## config.mk

```make
export PLATFORM = sky130hd
export DESIGN_NAME = mem_stage_q
export DESIGN_NICKNAME = d
export VERILOG_FILES = /design/src/rtl/mem_q_pkg.sv /design/src/rtl/load_align.sv /design/src/rtl/mem_stage_q.sv
export SDC_FILE = /design/constraint.sdc
export NUM_CORES = 1
export LEC_CHECK = 0
export ABC_CLOCK_PERIOD_IN_PS = 6900
export CAP_MARGIN = 20
export CELL_PAD_IN_SITES_DETAIL_PLACEMENT = 0
export CELL_PAD_IN_SITES_GLOBAL_PLACEMENT = 2
export CORE_UTILIZATION = 40
export DETAILED_ROUTE_END_ITERATION = 6
export GPL_ROUTABILITY_DRIVEN = 0
export GPL_TIMING_DRIVEN = 0
export PLACE_DENSITY_LB_ADDON = 0.1
export SLEW_MARGIN = 20
export SYNTH_ARGS = -nofsm -noshare
export SYNTH_HDL_FRONTEND = slang
export SYNTH_HIERARCHICAL = 1
export SYNTH_SLANG_ARGS = --single-unit
```

## constraint.sdc

```tcl
create_clock -name clk -period 6.9 [get_ports clk]
set_input_delay 2.07 -clock clk [delete_from_list [all_inputs] [get_ports clk]]
set_output_delay 2.07 -clock clk [all_outputs]
set_load 0.01 [all_outputs]
```

## src/rtl/mem_q_pkg.sv

```systemverilog
// Shared definitions for the memory-stage queue: load op codes and the stored entry layout.
package mem_q_pkg;

  typedef enum logic [3:0] {
    OpLdB  = 4'd0,
    OpLdH  = 4'd1,
    OpLdW  = 4'd2,
    OpLdBu = 4'd8,
    OpLdHu = 4'd9
  } load_op_e;

  // Per-entry payload captured at enqueue; valid/received flags and load data live beside it.
  typedef struct packed {
    logic        wait_ok;
    logic [3:0]  mem_op;
    logic        res_from_mem;
    logic        rf_we;
    logic [4:0]  rf_waddr;
    logic [31:0] alu_result;
    logic        ex;
  } mem_entry_t;

endpackage

```

## src/rtl/load_align.sv

```systemverilog
// Load data extraction: selects and extends the addressed byte/halfword/word of a response.
module load_align
  import mem_q_pkg::*;
(
  input  logic [3:0]  mem_op,
  input  logic [1:0]  addr_lo,
  input  logic [31:0] rdata,
  output logic [31:0] data
);

  logic [7:0]  byte_sel;
  logic [15:0] half_sel;

  always_comb begin
    byte_sel = rdata[7:0];
    unique case (addr_lo)
      2'd0: byte_sel = rdata[7:0];
      2'd1: byte_sel = rdata[15:8];
      2'd2: byte_sel = rdata[23:16];
      2'd3: byte_sel = rdata[31:24];
      default: byte_sel = rdata[7:0];
    endcase
    half_sel = addr_lo[1] ? rdata[31:16] : rdata[15:0];

    data = '0;
    case (mem_op)
      OpLdB:   data = {{24{byte_sel[7]}}, byte_sel};
      OpLdH:   data = {{16{half_sel[15]}}, half_sel};
      OpLdW:   data = rdata;
      OpLdBu:  data = {24'd0, byte_sel};
      OpLdHu:  data = {16'd0, half_sel};
      default: data = '0;
    endcase
  end

endmodule

```

## src/rtl/mem_stage_q.sv

```systemverilog
// Memory stage as an in-order queue of in-flight instructions; load responses return in order
// and are matched to the oldest entry still waiting, with stale responses discarded after flush.
module mem_stage_q
  import mem_q_pkg::*;
#(
  parameter int unsigned DEPTH  = 4,
  parameter int unsigned INFO_W = 64
) (
  input  logic              clk,
  input  logic              resetn,
  input  logic              flush,
  input  logic              in_valid,
  output logic              in_ready,
  input  logic              in_wait_ok,
  input  logic [3:0]        in_mem_op,
  input  logic              in_res_from_mem,
  input  logic              in_rf_we,
  input  logic [4:0]        in_rf_waddr,
  input  logic [31:0]       in_alu_result,
  input  logic              in_ex,
  input  logic [INFO_W-1:0] in_info,
  input  logic              data_ok,
  input  logic [31:0]       rdata,
  output logic              out_valid,
  input  logic              out_ready,
  output logic              out_rf_we,
  output logic [4:0]        out_rf_waddr,
  output logic [31:0]       out_rf_wdata,
  output logic              out_ex,
  output logic [INFO_W-1:0] out_info,
  output logic              fwd_we,
  output logic [4:0]        fwd_waddr,
  output logic [31:0]       fwd_wdata,
  output logic              fwd_load_pending,
  output logic              mem_ex_any
);

  localparam int unsigned PtrW = (DEPTH > 1) ? $clog2(DEPTH) : 1;
  localparam int unsigned CntW = $clog2(DEPTH + 1);

  mem_entry_t        ent_q  [DEPTH];
  logic [INFO_W-1:0] info_q [DEPTH];
  logic [31:0]       data_q [DEPTH];

  logic [DEPTH-1:0] valid_q, valid_d;
  logic [DEPTH-1:0] recv_q, recv_d;
  logic [PtrW-1:0]  wptr_q, wptr_d, rptr_q, rptr_d;
  logic [CntW-1:0]  count_q, count_d;
  logic [CntW-1:0]  discard_q, discard_d;

  logic            enq, deq, active;
  logic            take_discard, take_entry;
  logic            resp_found;
  logic [PtrW-1:0] resp_idx, scan_idx, young_idx;
  logic [CntW-1:0] pending;
  logic [CntW:0]   disc_sum;
  logic [CntW-1:0] disc_flush;
  logic            head_done, head_hit;
  logic [31:0]     head_rdata, load_data;
  mem_entry_t      head_ent, young_ent;

  // Oldest valid entry still waiting for its data; scanning from the head gives age order.
  always_comb begin
    resp_found = 1'b0;
    resp_idx   = rptr_q;
    scan_idx   = rptr_q;
    pending    = '0;
    for (int i = 0; i < DEPTH; i++) begin
      scan_idx = rptr_q + PtrW'(i);
      if (valid_q[scan_idx] && ent_q[scan_idx].wait_ok && !recv_q[scan_idx]) begin
        pending = pending + 1'b1;
        if (!resp_found) begin
          resp_found = 1'b1;
          resp_idx   = scan_idx;
        end
      end
    end
  end

  assign take_discard = data_ok && (discard_q != '0);
  assign take_entry   = data_ok && (discard_q == '0) && resp_found;

  // Responses still owed to flushed entries, plus any earlier backlog not yet drained.
  always_comb begin
    disc_sum = (CntW+1)'(discard_q) + (CntW+1)'(pending)
             - (CntW+1)'(take_discard) - (CntW+1)'(take_entry);
    disc_flush = (disc_sum > (CntW+1)'(DEPTH)) ? CntW'(DEPTH) : disc_sum[CntW-1:0];
  end

  assign head_ent   = ent_q[rptr_q];
  assign head_hit   = take_entry && (resp_idx == rptr_q);
  assign head_done  = valid_q[rptr_q] && (!head_ent.wait_ok || recv_q[rptr_q] || head_hit);
  assign head_rdata = recv_q[rptr_q] ? data_q[rptr_q] : rdata;

  assign active    = resetn && !flush && (count_q != '0);
  assign in_ready  = resetn && (count_q < CntW'(DEPTH));
  assign out_valid = active && head_done;
  assign enq       = in_valid && in_ready && !flush;
  assign deq       = out_valid && out_ready;

  always_comb begin
    valid_d   = valid_q;
    recv_d    = recv_q;
    wptr_d    = wptr_q;
    rptr_d    = rptr_q;
    count_d   = count_q;
    discard_d = discard_q;
    if (flush) begin
      valid_d   = '0;
      recv_d    = '0;
      wptr_d    = '0;
      rptr_d    = '0;
      count_d   = '0;
      discard_d = disc_flush;
    end else begin
      if (take_discard) discard_d = discard_q - 1'b1;
      if (take_entry) recv_d[resp_idx] = 1'b1;
      if (deq) begin
        valid_d[rptr_q] = 1'b0;
        recv_d[rptr_q]  = 1'b0;
        rptr_d          = rptr_q + 1'b1;
      end
      if (enq) begin
        valid_d[wptr_q] = 1'b1;
        recv_d[wptr_q]  = 1'b0;
        wptr_d          = wptr_q + 1'b1;
      end
      count_d = count_q + CntW'(enq) - CntW'(deq);
    end
  end

  always_ff @(posedge clk) begin
    if (!resetn) begin
      valid_q   <= '0;
      recv_q    <= '0;
      wptr_q    <= '0;
      rptr_q    <= '0;
      count_q   <= '0;
      discard_q <= '0;
    end else begin
      valid_q   <= valid_d;
      recv_q    <= recv_d;
      wptr_q    <= wptr_d;
      rptr_q    <= rptr_d;
      count_q   <= count_d;
      discard_q <= discard_d;
    end
  end

  // Payload needs no reset: valid/recv flags qualify every read.
  always_ff @(posedge clk) begin
    if (enq) begin
      ent_q[wptr_q]  <= '{wait_ok:      in_wait_ok,
                          mem_op:       in_mem_op,
                          res_from_mem: in_res_from_mem,
                          rf_we:        in_rf_we,
                          rf_waddr:     in_rf_waddr,
                          alu_result:   in_alu_result,
                          ex:           in_ex};
      info_q[wptr_q] <= in_info;
    end
    if (take_entry) begin
      data_q[resp_idx] <= rdata;
    end
  end

  load_align u_load_align (
    .mem_op  (head_ent.mem_op),
    .addr_lo (head_ent.alu_result[1:0]),
    .rdata   (head_rdata),
    .data    (load_data)
  );

  assign out_rf_we    = head_ent.rf_we;
  assign out_rf_waddr = head_ent.rf_waddr;
  assign out_rf_wdata = head_ent.res_from_mem ? load_data : head_ent.alu_result;
  assign out_ex       = head_ent.ex;
  assign out_info     = info_q[rptr_q];

  // Forwarding looks at the youngest entry; load data is never forwarded, only flagged pending.
  assign young_idx        = wptr_q - 1'b1;
  assign young_ent        = ent_q[young_idx];
  assign fwd_we           = active && valid_q[young_idx] && young_ent.rf_we;
  assign fwd_waddr        = young_ent.rf_waddr;
  assign fwd_wdata        = young_ent.alu_result;
  assign fwd_load_pending = active && valid_q[young_idx] && young_ent.wait_ok
                            && !recv_q[young_idx];

  always_comb begin
    mem_ex_any = 1'b0;
    for (int i = 0; i < DEPTH; i++) begin
      if (valid_q[i] && ent_q[i].ex) mem_ex_any = 1'b1;
    end
    mem_ex_any = mem_ex_any && active;
  end

endmodule

```

==> flow_summary.html <==
<table>
<tr><th>Metric</th><th>Value</th></tr>
<tr><th colspan="2">Worst setup path</th></tr>
<tr><td>Worst Path Buf+Inv</td><td>4</td></tr>
<tr><td>Crit start category</td><td>input port</td></tr>
<tr><td>Crit path kind</td><td>in2out</td></tr>
<tr><td>Worst reg2reg path endpoint</td><td>discard_q[2]$_SDFFE_PN0P_</td></tr>
<tr><td>Minimum setup slack among reg-to-reg paths</td><td>1.77 ns</td></tr>
<tr><td>Launching point of the worst reg2reg path</td><td>rptr_q[0]$_SDFFE_PP0N_</td></tr>
<tr><td>Cells on worst reg2reg path</td><td>22</td></tr>
<tr><td>Data arrival at the endpoint of the critical path</td><td>4.81 ns</td></tr>
<tr><td>Worst-path maximum fanout</td><td>10</td></tr>
<tr><td>Cell-by-cell trace of the critical path</td><td>clkdlybuf4s50_1 &gt; mux2_2 &gt; mux2_4 &gt; buf_6 &gt; buf_6 &gt; a32oi_1 &gt; o21ai_1 &gt; mux2_2 &gt; clkdlybuf4s50_1</td></tr>
<tr><td>Longest individual stage delay on the worst path</td><td>0.53 ns</td></tr>
<tr><td>Master of the slowest instance on the critical path</td><td>sky130_fd_sc_hd__clkdlybuf4s50_1</td></tr>
<tr><td>Largest delay contributor family on the critical path</td><td>buffers and inverters</td></tr>
<tr><td>Worst endpoint required time</td><td>4.83 ns</td></tr>
<tr><td>Endpoint class of the critical path</td><td>output pin</td></tr>
<tr><th colspan="2">Clock tree</th></tr>
<tr><td>Cell at the root of the clock tree</td><td>sky130_fd_sc_hd__clkbuf_16</td></tr>
<tr><td>Clock latency reported for the late side of the worst-skew pair</td><td>0.61 ns</td></tr>
<tr><td>Clock slew at the register clock pins of the worst setup and hold paths</td><td>0.05 ns</td></tr>
<tr><td>Clock net sink count</td><td>584</td></tr>
<tr><td>Hold buffers post-CTS</td><td>0</td></tr>
<tr><td>TritonCTS clock tree</td><td>built</td></tr>
<tr><td>Cts repair resizes</td><td>26</td></tr>
<tr><td>TritonCTS Buffers</td><td>66</td></tr>
<tr><td>Maximum root-to-sink buffer count</td><td>3</td></tr>
<tr><td>Buffers inserted by post-CTS timing repair</td><td>0</td></tr>
<tr><td>Total number of H-tree levels</td><td>3</td></tr>
<tr><th colspan="2">Cells and area</th></tr>
<tr><td>Count of placed standard cells in the final layout, fillers left out</td><td>2473</td></tr>
<tr><td>Filler instances</td><td>5088</td></tr>
<tr><td>Area growth from synthesis to layout</td><td>25.4%</td></tr>
<tr><td>Fraction of final layout cells sized beyond drive strength 1</td><td>26.0%</td></tr>
<tr><td>Final net count</td><td>1757</td></tr>
<tr><th colspan="2">Routing</th></tr>
<tr><td>Routed vias/inst</td><td>5.35</td></tr>
<tr><td>Total vias in the final route</td><td>13200</td></tr>
<tr><td>First DRT Iteration DRCs</td><td>824</td></tr>
<tr><td>Drt first pass iters</td><td>5</td></tr>
<tr><td>Remaining routing DRC violations</td><td>0</td></tr>
<tr><td>Total length of routed wires</td><td>62.4 mm</td></tr>
<tr><td>Antenna Violating Nets Remaining</td><td>0</td></tr>
<tr><td>Post-DR wirelength/cell</td><td>25.2 um</td></tr>
<tr><th colspan="2">STA</th></tr>
<tr><td>Final-layout worst hold slack</td><td>0.563 ns</td></tr>
<tr><td>Worst relative slew slack</td><td>33.4%</td></tr>
<tr><td>Total negative slack</td><td>0 ns</td></tr>
<tr><td>Setup-failing EPs final</td><td>0</td></tr>
<tr><td>Post-route clock skew</td><td>0.0211 ns</td></tr>
<tr><td>Achievable Freq</td><td>0.145 GHz</td></tr>
<tr><td>Crit share post-route</td><td>99.7%</td></tr>
<tr><td>RSZ-0062 raised after global routing</td><td>no</td></tr>
<tr><td>Number of pins exceeding their max-slew limit in the final report</td><td>0</td></tr>
<tr><td>Final hold vios</td><td>0</td></tr>
<tr><td>Period minus WS final</td><td>6.88 ns</td></tr>
<tr><td>Slew at the pin with the worst max-slew slack</td><td>0.999 ns</td></tr>
<tr><th colspan="2">Yosys</th></tr>
<tr><td>Synthesized area</td><td>24900 um2</td></tr>
<tr><td>Mean cell area of the mapped netlist</td><td>20.4 um2</td></tr>
<tr><td>Number of nets in the synthesized netlist</td><td>1392</td></tr>
<tr><td>Number of distinct standard cells referenced by the synthesized netlist</td><td>65</td></tr>
<tr><td>Register area share after synthesis</td><td>69.7%</td></tr>
<tr><td>Post-Synthesis Cells</td><td>1221</td></tr>
<tr><td>Number of flops mapped to enable cells by yosys</td><td>564</td></tr>
<tr><td>#FFs+latches synth</td><td>584</td></tr>
<tr><td>Fraction of registers with async set or reset after synthesis</td><td>0%</td></tr>
<tr><td>Prevailing post-synth register cell</td><td>sky130_fd_sc_hd__edfxtp_1</td></tr>
<tr><td>Synth Warn #</td><td>6</td></tr>
<tr><th colspan="2">Floorplan</th></tr>
<tr><td>Die Span Y</td><td>251 um</td></tr>
<tr><td>X dimension of the die</td><td>251 um</td></tr>
<tr><td>Effective utilization at floorplan</td><td>40.4%</td></tr>
<tr><td>Number of rows in the core area</td><td>91</td></tr>
<tr><td>Core Footprint</td><td>61600 um2</td></tr>
<tr><td>Count of boundary I/O pins</td><td>292</td></tr>
<tr><td>Area of the die</td><td>63200 um2</td></tr>
<tr><th colspan="2">Flow run</th></tr>
<tr><td>Max-cap violations</td><td>0</td></tr>
<tr><th colspan="2">Power</th></tr>
<tr><td>Fraction of power consumed by sequential logic</td><td>50.5%</td></tr>
<tr><td>Cell-internal power</td><td>6.12 mW</td></tr>
<tr><td>Fraction of power consumed by combinational cells</td><td>6.6%</td></tr>
<tr><td>Power per standard cell area</td><td>250 nW/um2</td></tr>
<tr><td>Peak supply drop</td><td>0.232 mV</td></tr>
<tr><td>Power consumption</td><td>7.79 mW</td></tr>
<tr><td>Relative contribution of the clock network to total power</td><td>42.9%</td></tr>
<tr><td>Leakage power</td><td>9.82 nW</td></tr>
<tr><td>Switching portion of total power</td><td>21.4%</td></tr>
<tr><td>Switching power</td><td>1.67 mW</td></tr>
<tr><th colspan="2">Global routing</th></tr>
<tr><td>Largest net degree at the start of global routing</td><td>72</td></tr>
<tr><td>Antenna violations before repair</td><td>14</td></tr>
<tr><td>Global-route wire length before repair</td><td>90.6 mm</td></tr>
<tr><td>Total Routing Usage GR</td><td>19.9%</td></tr>
<tr><td>Remaining global-route overflow</td><td>0</td></tr>
<tr><td>Via count of the first global-routing pass</td><td>13900</td></tr>
<tr><th colspan="2">Worst hold path</th></tr>
<tr><td>End of the worst hold path</td><td>recv_q[0]$_SDFF_PP0_</td></tr>
<tr><td>Hold Path Class</td><td>reg2reg</td></tr>
<tr><td>Launch point of the worst hold path</td><td>recv_q[0]$_SDFF_PP0_</td></tr>
<tr><td>Hold path cells</td><td>2</td></tr>
<tr><th colspan="2">Outcome</th></tr>
<tr><td>Outcome</td><td>finished clean</td></tr>
<tr><th colspan="2">Placement</th></tr>
<tr><td>Count of buffers inserted at the top-level ports</td><td>290</td></tr>
<tr><td># placed instances</td><td>2359</td></tr>
<tr><td>Placed wire-length estimate after detailed placement</td><td>43.2 mm</td></tr>
</table>
[metrics by stage]
step	setup WS, ns	utilization (%)	area [um2]
detailed placement	-0.672	47.2	29100
global placement	-1.90	46.8	28800
finish	0.0217	50.7	31200
floorplan	1.29	-	24900
CTS	0.0182	50.7	31200
global route	0.0234	50.7	31200
[cell usage in the layout, fill, tap and decap left out, drive strengths merged, types with 6 or more instances in the layout]
cell type and instances:
edfxtp 564, clkdlybuf4s50 290, mux4 186, clkbuf 113, mux2 77, buf 46
inv 40, o21ai 37, clkinv 25, a32oi 23, nor2 22, ha 20
dfxtp 20, a21oi 13, nand2 13, nand3 12, nor2b 12, xnor2 9
mux2i 9, a2111oi 8, a31oi 7, and2 6
[cells by family after synthesis]
group	share of synthesized area [%]
DFF	69.7
muxes	20.7
AOI/OAI and AO/OA	3.35
buffers and inverters	2.04
and+or+nand+nor	2.57
adders and majority gates	1.33
xor gates and xnor gates	0.317
[per-layer routing]
metal / track usage [%] / share of wire (%)
met3: 6.50 / 6.8
met1: 25.3 / 41
met5: 0 / 0.20
met2: 32.4 / 49
met4: 6.27 / 2.9
[flip-flops by register name, indices dropped and copies added (netlist names), named ones only]
signal	cells
count_q	3
rptr_q	2
wptr_q	2
recv_q	4
info_q	256
data_q	128
ent_q	180
discard_q	3
valid_q	4
[tightest hold or removal path, stage by stage (launching register included)]
cell,delay (ns)
sky130_fd_sc_hd__dfxtp_1,0.35
sky130_fd_sc_hd__inv_1,0.10
sky130_fd_sc_hd__a221oi_2,0.06
[worst max-delay path by stage]
stage | startpoint | slack (ns) | depth (start not counted) | end
3_3_place_gp | resetn | -1.90 | 8 | recv_q[2]$_SDFF_PP0_
2_1_floorplan | flush | 1.29 | 8 | recv_q[2]$_SDFF_PP0_
3_5_place_dp | register | -0.67 | 10 | out_rf_wdata[6]
6_report | rdata[31] | 0.02 | 9 | out_rf_wdata[29]
4_1_cts | register | 0.02 | 10 | out_rf_wdata[4]
5_1_grt | wptr_q[0]$_SDFFE_PP0P_ | 0.02 | 8 | fwd_wdata[17]
[cell usage after synthesis, types with 5 or more instances]
| library cell | number | area [um2] |
|---|---|---|
| sky130_fd_sc_hd__o21ai_1 | 11 | 55.1 |
| sky130_fd_sc_hd__nand2_1 | 13 | 48.8 |
| sky130_fd_sc_hd__nand3_1 | 12 | 60.1 |
| sky130_fd_sc_hd__buf_2 | 16 | 80.1 |
| sky130_fd_sc_hd__mux2i_1 | 9 | 90.1 |
| sky130_fd_sc_hd__nor2_1 | 22 | 82.6 |
| sky130_fd_sc_hd__and2_1 | 6 | 37.5 |
| sky130_fd_sc_hd__o21ai_0 | 26 | 130 |
| sky130_fd_sc_hd__buf_1 | 11 | 41.3 |
| sky130_fd_sc_hd__nor2b_1 | 12 | 75.1 |
| sky130_fd_sc_hd__xnor2_1 | 9 | 78.8 |
| sky130_fd_sc_hd__mux2_2 | 72 | 811 |
| sky130_fd_sc_hd__nand2b_1 | 5 | 31.3 |
| sky130_fd_sc_hd__buf_4 | 7 | 52.6 |
| sky130_fd_sc_hd__a21oi_1 | 13 | 65.1 |
| sky130_fd_sc_hd__mux4_2 | 186 | 4190 |
| sky130_fd_sc_hd__dfxtp_1 | 20 | 400 |
| sky130_fd_sc_hd__a31oi_1 | 7 | 43.8 |
| sky130_fd_sc_hd__edfxtp_1 | 564 | 16900 |
| sky130_fd_sc_hd__clkbuf_1 | 36 | 135 |
| sky130_fd_sc_hd__inv_1 | 37 | 139 |
| sky130_fd_sc_hd__ha_1 | 20 | 250 |
| sky130_fd_sc_hd__a32oi_1 | 23 | 201 |
| sky130_fd_sc_hd__buf_6 | 5 | 56.3 |
[power by group through the flow]
stage          registers [mW]  logic, mW  clock network [mW]
2_1_floorplan            4.01      0.243                   0
3_3_place_gp             4.02      0.513                   0
3_5_place_dp             4.01      0.518                   0
4_1_cts                  3.94      0.523                3.43
5_1_grt                  3.94      0.564                3.55
6_report                 3.94      0.515                3.34
[area by class of cell]
type	instances	area (um2)	area share, %
Timing Repair Buffer	301	3110	9.96
Clock buffer	81	1710	5.47
Antenna cell	3	7.51	0.0241
Multi-Input combinational cell	524	7050	22.6
Inverter	38	173	0.553
Clock inverter	34	365	1.17
Tap cell	837	1050	3.35
Buffer	71	413	1.32
Sequential cell	584	17300	55.5
(Power assumes the default switching activity.)
